File: config.mk
export PLATFORM = sky130hd
export DESIGN_NAME = multicycle_maindec
export DESIGN_NICKNAME = d
export VERILOG_FILES = /design/src/rtl/multicycle_maindec.sv
export SDC_FILE = /design/constraint.sdc
export NUM_CORES = 1
export LEC_CHECK = 0
export BUFFER_PORTS_ARGS = -buffer_cell sky130_fd_sc_hd__buf_4
export CORE_MARGIN = 1
export CORE_UTILIZATION = 45
export CTS_BUF_LIST = sky130_fd_sc_hd__clkbuf_8
export DETAILED_ROUTE_END_ITERATION = 10
export PLACE_DENSITY_LB_ADDON = 0.3
export SLEW_MARGIN = 20
export SYNTH_ARGS = -nofsm -noshare
export SYNTH_HDL_FRONTEND = slang
export SYNTH_SLANG_ARGS = --single-unit
File: constraint.sdc
create_clock -name clk -period 2.25 [get_ports clk]
set_input_delay 0.1125 -clock clk [delete_from_list [all_inputs] [get_ports clk]]
set_output_delay 0.1125 -clock clk [all_outputs]
set_load 0.1 [all_outputs]
File: src/rtl/multicycle_maindec.sv
// Multicycle MIPS main control FSM.
// Sequences each instruction through fetch / decode / execute / memory /
// writeback, stalls on a memory-ready handshake, flags illegal opcodes and
// counts retired instructions.
module multicycle_maindec #(
  parameter int unsigned CNT_W         = 32,
  parameter bit          MEM_HANDSHAKE = 1'b1,
  parameter bit          ILLEGAL_HALT  = 1'b1
) (
  input  logic             clk,
  input  logic             reset,
  input  logic [5:0]       op,
  input  logic             memready,
  output logic             pcwrite,
  output logic             irwrite,
  output logic             regwrite,
  output logic             memwrite,
  output logic             memread,
  output logic             iord,
  output logic             regdst,
  output logic             memtoreg,
  output logic             alusrca,
  output logic [1:0]       alusrcb,
  output logic [1:0]       pcsrc,
  output logic [1:0]       aluop,
  output logic             branch,
  output logic             bne,
  output logic             signorzero,
  output logic             illegal,
  output logic [3:0]       state,
  output logic [CNT_W-1:0] instret
);

  typedef enum logic [3:0] {
    S_FETCH   = 4'd0,
    S_DECODE  = 4'd1,
    S_MEMADR  = 4'd2,
    S_MEMRD   = 4'd3,
    S_MEMWB   = 4'd4,
    S_MEMWR   = 4'd5,
    S_EXECUTE = 4'd6,
    S_ALUWB   = 4'd7,
    S_BRANCH  = 4'd8,
    S_IMMEX   = 4'd9,
    S_IMMWB   = 4'd10,
    S_JUMP    = 4'd11,
    S_HALT    = 4'd12
  } state_e;

  localparam logic [5:0] OP_RTYPE = 6'b000000;
  localparam logic [5:0] OP_LW    = 6'b100011;
  localparam logic [5:0] OP_SW    = 6'b101011;
  localparam logic [5:0] OP_BEQ   = 6'b000100;
  localparam logic [5:0] OP_BNE   = 6'b000101;
  localparam logic [5:0] OP_ADDI  = 6'b001000;
  localparam logic [5:0] OP_ORI   = 6'b001101;
  localparam logic [5:0] OP_J     = 6'b000010;

  state_e           state_q, state_d;
  logic [5:0]       opq_q, opq_d;
  logic [CNT_W-1:0] instret_q, instret_d;

  // Memory completion as seen by the FSM; without the handshake every access
  // completes in one cycle.
  logic rdy;
  assign rdy = MEM_HANDSHAKE ? memready : 1'b1;

  // Ungated enables; the write/read strobes are masked by reset below.
  logic pcwrite_c, irwrite_c, regwrite_c, memwrite_c, memread_c;
  logic retire;

  // State, latched opcode and retire counter.
  always_ff @(posedge clk or posedge reset) begin
    if (reset) begin
      state_q   <= S_FETCH;
      opq_q     <= 6'd0;
      instret_q <= '0;
    end else begin
      state_q   <= state_d;
      opq_q     <= opq_d;
      instret_q <= instret_d;
    end
  end

  // Next-state and per-state control outputs.
  always_comb begin
    state_d    = state_q;
    opq_d      = opq_q;
    pcwrite_c  = 1'b0;
    irwrite_c  = 1'b0;
    regwrite_c = 1'b0;
    memwrite_c = 1'b0;
    memread_c  = 1'b0;
    iord       = 1'b0;
    regdst     = 1'b0;
    memtoreg   = 1'b0;
    alusrca    = 1'b0;
    alusrcb    = 2'b00;
    pcsrc      = 2'b00;
    aluop      = 2'b00;
    branch     = 1'b0;
    bne        = 1'b0;
    signorzero = 1'b0;
    illegal    = 1'b0;
    retire     = 1'b0;
    case (state_q)
      S_FETCH: begin
        memread_c = 1'b1;
        alusrcb   = 2'b01;
        // IR load and PC+4 happen only on the cycle the read completes.
        irwrite_c = rdy;
        pcwrite_c = rdy;
        if (rdy) state_d = S_DECODE;
      end
      S_DECODE: begin
        alusrcb = 2'b11;   // branch target precompute
        opq_d   = op;
        case (op)
          OP_LW, OP_SW:    state_d = S_MEMADR;
          OP_RTYPE:        state_d = S_EXECUTE;
          OP_BEQ, OP_BNE:  state_d = S_BRANCH;
          OP_ADDI, OP_ORI: state_d = S_IMMEX;
          OP_J:            state_d = S_JUMP;
          default: begin
            illegal = 1'b1;
            state_d = ILLEGAL_HALT ? S_HALT : S_FETCH;
          end
        endcase
      end
      S_MEMADR: begin
        alusrca = 1'b1;
        alusrcb = 2'b10;
        state_d = (opq_q == OP_LW) ? S_MEMRD : S_MEMWR;
      end
      S_MEMRD: begin
        iord      = 1'b1;
        memread_c = 1'b1;
        if (rdy) state_d = S_MEMWB;
      end
      S_MEMWB: begin
        memtoreg   = 1'b1;
        regwrite_c = 1'b1;
        retire     = 1'b1;
        state_d    = S_FETCH;
      end
      S_MEMWR: begin
        iord       = 1'b1;
        memwrite_c = 1'b1;
        // A store retires on the cycle memory accepts it.
        if (rdy) begin
          retire  = 1'b1;
          state_d = S_FETCH;
        end
      end
      S_EXECUTE: begin
        alusrca = 1'b1;
        aluop   = 2'b10;
        state_d = S_ALUWB;
      end
      S_ALUWB: begin
        regdst     = 1'b1;
        regwrite_c = 1'b1;
        retire     = 1'b1;
        state_d    = S_FETCH;
      end
      S_BRANCH: begin
        alusrca = 1'b1;
        aluop   = 2'b01;
        pcsrc   = 2'b01;
        branch  = (opq_q == OP_BEQ);
        bne     = (opq_q == OP_BNE);
        retire  = 1'b1;
        state_d = S_FETCH;
      end
      S_IMMEX: begin
        alusrca    = 1'b1;
        alusrcb    = 2'b10;
        aluop      = (opq_q == OP_ORI) ? 2'b11 : 2'b00;
        signorzero = (opq_q == OP_ORI);
        state_d    = S_IMMWB;
      end
      S_IMMWB: begin
        regwrite_c = 1'b1;
        // Keep the extension mode stable through writeback.
        signorzero = (opq_q == OP_ORI);
        retire     = 1'b1;
        state_d    = S_FETCH;
      end
      S_JUMP: begin
        pcsrc     = 2'b10;
        pcwrite_c = 1'b1;
        retire    = 1'b1;
        state_d   = S_FETCH;
      end
      S_HALT: begin
        // Only reset leaves HALT.
        illegal = 1'b1;
      end
      default: state_d = S_FETCH;
    endcase
  end

  // Retired-instruction count wraps naturally at 2^CNT_W.
  always_comb begin
    instret_d = instret_q;
    if (retire) instret_d = instret_q + CNT_W'(1);
  end

  // Strobes must stay quiet while reset is held, even though the state
  // register already shows FETCH.
  assign pcwrite  = pcwrite_c  & ~reset;
  assign irwrite  = irwrite_c  & ~reset;
  assign regwrite = regwrite_c & ~reset;
  assign memwrite = memwrite_c & ~reset;
  assign memread  = memread_c  & ~reset;

  assign state   = state_q;
  assign instret = instret_q;

endmodule
# Word-level counts from Yosys, hierarchy flattened
# Cells that the tools add are included.
[op_classes] n_addsub=1 mul=0 n_div=0 order_cmp=0 eq_ne=26 n_shift=0 mux=26 bitwise=7 n_reduce_logical=14
[op_table] op="adder 32 x 1 -> 32 bit (second input constant)" n=1
[op_table] op="one-hot mux 4 bit (8 select lines)" n=1
[op_table] op="== test 6 x 3 -> 1 bit (second input constant)" n=4
[op_table] op="== test 4 bit (second input constant)" n=5
[op_table] op="one-hot mux 4 bit (5 select lines)" n=1
[op_table] op="== test 6 x 4 -> 1 bit (second input constant)" n=3
[op_table] op="== test 6 bit (second input constant)" n=3
[op_table] op="== test 4 x 3 -> 1 bit (second input constant)" n=4
[op_table] op="OR reduction 2 bit" n=7
[op_table] op="2-to-1 mux 1 bit" n=13
[op_table] op="2-to-1 mux 4 bit" n=3
[op_table] op="one-hot mux 2 bit (3 select lines)" n=2
[op_table] op="== test 4 x 2 -> 1 bit (second input constant)" n=2
[op_table] op="OR reduction 8 bit" n=1
[op_table] op="== test 6 x 2 -> 1 bit (second input constant)" n=1
[op_table] op="zero test 6 bit" n=1
[op_table] op="inequality test 2 bit (second input constant)" n=3
[op_table] op="one-hot mux 1 bit (2 select lines)" n=3
[op_table] op="AND 1 bit" n=5
[op_table] op="OR reduction 5 bit" n=1
[op_table] op="== test 4 x 1 -> 1 bit (second input constant)" n=1
[op_table] op="zero test 4 bit" n=1
[op_table] op="one-hot mux 2 bit (2 select lines)" n=1
[op_table] op="AND reduction 4 bit" n=1
[op_table] op="5 further kinds" n=6
[word_totals] register_bits=42 latch_bits=0 ramBits=0 rom_bits=0 inputBits=9 word_cells=77 mem_count=0

# Depth between registers and ports, before layout
[logic_depth] depth_word=4 mapped_depth=7 mapped_depth_nobuf=5

# Worst setup path after synthesis
# OpenSTA, ideal clock, no wires.
[synth_path] kind="register -> output" from="register state_q[3], in the netlist state[3]" to="output pcwrite" t_arrival_ns=4.954 required_ns=2.138 setup_slack_ns=-2.817 path_stages_with_launch=5 path_buffers=2 cell_sequence="dfrtp_1 > buf_6 > clkbuf_1 > nor4_1 > a21o_1"
[synth_between] elab_chain_len=3
[synth_rtl] element="start: declaration" line_no="59" source="state_e state_q, state_d;"
[synth_rtl] element="start signal: assignment" line_no="79" source="state_q <= state_d;"
[synth_rtl] element="== test 4 bit or zero test 4 bit (tied branches)" line_no="106" source="case (state_q)"
[synth_rtl] element="one-hot mux 1 bit (2 select lines) *" line_no="106"
[synth_rtl] element="AND 1 bit *" line_no="211" source="assign pcwrite = pcwrite_c & ~reset;"
[synth_rtl] element="end: declaration" line_no="14" source="output logic pcwrite,"
# Mark *: on every way between the ends. The rest lies on a longest branch, timed or not.

# Final worst setup path
[layout_path] from="register state_q[1], in the netlist state[1]" to="output branch"
[layout_between] elab_chain_len=2
[layout_rtl] element="== test 4 bit" line_no="106"
[layout_rtl] element="2-to-1 mux 1 bit" line_no="106"
[layout_rtl] element="end: declaration" line_no="26" source="output logic branch,"
# No other way between the ends.

==> run summary <==
• **Synth Flop Type** dfrtp_1
• **total die area** 5770 sq um
• **RSZ-0062 raised after global routing** false
• **data required time at the worst endpoint** 2.14 ns
• **run status** complete, no violations
• **total power density per cell area** 1280 nW/um^2
• **worst max-slew margin expressed relative to the limit** 63.8%
• **Post-Place Cells** 372
• **basic-gate share of the synthesized area counting and, or, nand and nor cells** 31.4%
• **layout cell share with drive strength beyond 1** 45.5%
• **number of buffers created by CTS** 5
• **diode count** 0
• **type of origin of the critical path** flip-flop
• **worst hold slack across all endpoints** 0.0246 ns
• **area share of xor/xnor cells in the synthesized design** 11.7%
• **worst-case clock skew** 0.0110 ns
• **sequential element share of the synthesized area** 42.7%
• **overall die height** 76.0 um
• **post-route core utilization** 64.1%
• **Area contributors post-synth** dfrtp_1, xor2_1, xnor2_1, nor2_1, nor3_2
• **Max Slew Vio Count** 0
• **Synth Area in Adders** 0.508%
• **ratio of routed vias to standard cells** 5.21
• **DRT Pass-1 Iters** 4
• **EDFF count, synth** 0
• **fill cell instance count of the final layout** 446
• **sequential cell area in the final layout** 1080 sq um
• **synthesized net count** 251
• **number of port buffers** 63
• **sum of internal, switching and leakage power** 4.25 mW
• **first-pass GRT wire length** 9.30 mm
• **total half-perimeter wirelength after legalization and detailed placement** 3.91 mm
• **clk buf depth** 2
• **count of warnings emitted by yosys** 0
• **Cell Area, Synth** 2460 sq um
• **Tot GR Track Use** 19.8%
• **portion of synthesized cell area occupied by the leading cell type** 42.7%
• **number of clock sinks** 42
• **Max Cap Viol** 0
• **maximum achievable frequency** 472 MHz
• **crit path DAT** 2.01 ns
• **fraction of registers with async set/reset** 100%
• **Final setup violation count** 0
• **crit end category** output port
• **total via count in the routed design** 1,979
• **Die X** 76.0 um
• **kind of critical path** flip-flop to output port
• **root buffer cell** clkbuf_8
• **Total Routed Length** 5.32 mm
• **number of global-route vias before repair** 1,935
• **Core ar.** 5170 sq um
• **floorplan row count** 26
• **Multi-input gate area** 1480 sq um
• **pin count of the biggest net entering global routing** 43
• **Netlist cell types** 48
• **net count reported at finish** 319
• **final cell area excluding filler cells** 3310 sq um
• **initial core utilization** 47.6%
• **RePlAce Congestion** 0.874
• **leak pwr** 1.53 nW
• **top-count cell post-synth** dfrtp_1
• **transition time at the pin with the least slew margin** 0.542 ns
• **Fin. Hold Viols** 0
• **TritonCTS clock tree** built
• **Commonest cells post-synth** dfrtp_1, nor2_1, xor2_1
• **Detailed Route Iter0 Violations** 112
• **antenna violations before repair** 0
• **Clk Latency, worst-skew pair** 0.30 ns
• **post-route non-filler standard cell count** 380
• **worst hold path type** primary input to async pin
• **count of H-tree levels built during CTS** 2
• **maximum fanout encountered on the critical timing path** 11
• **compound-cell area share of the yosys netlist** 5.90%
• **I/O pin total** 64
• **cell type contributing the most total cell area after synthesis** dfrtp_1
• **total global routing overflow** 0
• **number of remaining DRC errors** 0
• **Setup Fix Bufs, Post-CTS** 0
• **maximum resistive drop on vdd** 1.22 mV
• **synthesized instance count** 241
• **post-synthesis sequential element count** 42
• **main combinational cell family by area after synthesis** simple AND/OR/NAND/NOR gates
• **multiplexer share of the synthesized area** 3.61%
• **shortest period the worst path allows** 2.12 ns
• **average cell area after synthesis** 10.2 sq um
• **placed inst area** 3200 sq um
• **WL per Instance** 14.0 um
• **hold-fix buffer count after cts** 0
• **number of antenna-violating nets in the routed design** 0
• **final worst-path cycle share** 94.3%
• **layout overhead on the synthesized area** 34.7%
• **clock input transition at the sequential cells of the worst setup and hold paths** 0.08 ns
-- per-layer routing --
layer | vias to the layer above | track usage (%) | share of wire (%)
met1 | 949 | 28.4 | 50
met5 | - | 0 | 0
met4 | 0 | 6.92 | 1.2
met3 | 7 | 4.22 | 3.5
met2 | 44 | 29.4 | 45
li1 | 979 | - | -
-- state kept, by name, summed over array words and instances (netlist names) --
name,count
state,4
opq_q,6
instret,32
-- power by group --
group / switching, mW / total [mW] / internal (mW)
Clock: 0.258 / 0.584 / 0.327
Combinational: 1.83 / 2.51 / 0.686
Sequential: 0.246 / 1.16 / 0.909
Total: 2.33 / 4.25 / 1.92
-- critical path, cell delays in order, from the launching register on --
cell and delay [ns]:
dfrtp_4 0.54, nand2b_4 0.17, or3_4 0.41, nor4b_4 0.26
buf_4 0.32
-- repair_timing --
action | CTS | global route
endpoints found under the setup margin | 0 | 3
resized for setup | 0 | 1
endpoints found under the hold margin | 0 | 0
-- worst paths after layout --
path	from	endpoint	slack (ns)	depth (start not counted)
max reg2reg	state[2]	instret[28]	0.25	5
max in group asynchronous	reset	state[3]	1.79	3
min	reset	state[2]	0.02	3
min reg2reg	instret[31]	instret[31]	0.48	1
min in group clk	op[4]	opq_q[4]	0.09	2
max	state[1]	branch	0.13	4
-- per-stage QoR --
stage          worst slack, ns  setup TNS [ns]
6_report                 0.129               0
5_1_grt                 0.0512               0
4_1_cts                 0.0490               0
3_5_place_dp             0.266               0
3_3_place_gp             0.313               0
2_1_floorplan           -0.300          -0.590
-- cell type report --
class	count	share of cell area, %
Tap cell	70	2.64
Multi-Input combinational cell	180	44.5
Clock inverter	3	1.21
Timing Repair Buffer	71	16.1
Clock buffer	5	2.08
Sequential cell	42	32.5
Inverter	9	1.02
-- layout by cell type, fill, tap and decap left out, types with 3 or more instances in the layout --
cell type / count
and3_1: 3
dfrtp_1: 30
nor2_2: 4
nand4_1: 6
nor4_2: 3
nor4b_1: 3
xnor2_1: 13
o21ai_0: 4
clkbuf_8: 5
nor3_1: 7
dfrtp_4: 4
nor2b_1: 4
buf_4: 71
inv_1: 8
nand2b_1: 10
mux2_2: 7
dfrtp_2: 8
nor2_1: 18
nand3_1: 10
nor3_2: 8
nor4_4: 3
nor3_4: 4
nand2_1: 16
xor2_1: 20
-- cells by family after synthesis --
logic type | after synthesis
muxes | 8
and+or+nand+nor | 118
buffers and inverters | 19
xor gates and xnor gates | 33
adders and majority gates | 1
DFF | 42
AOI/OAI and AO/OA | 20
Power figures use the tool's default switching activity.
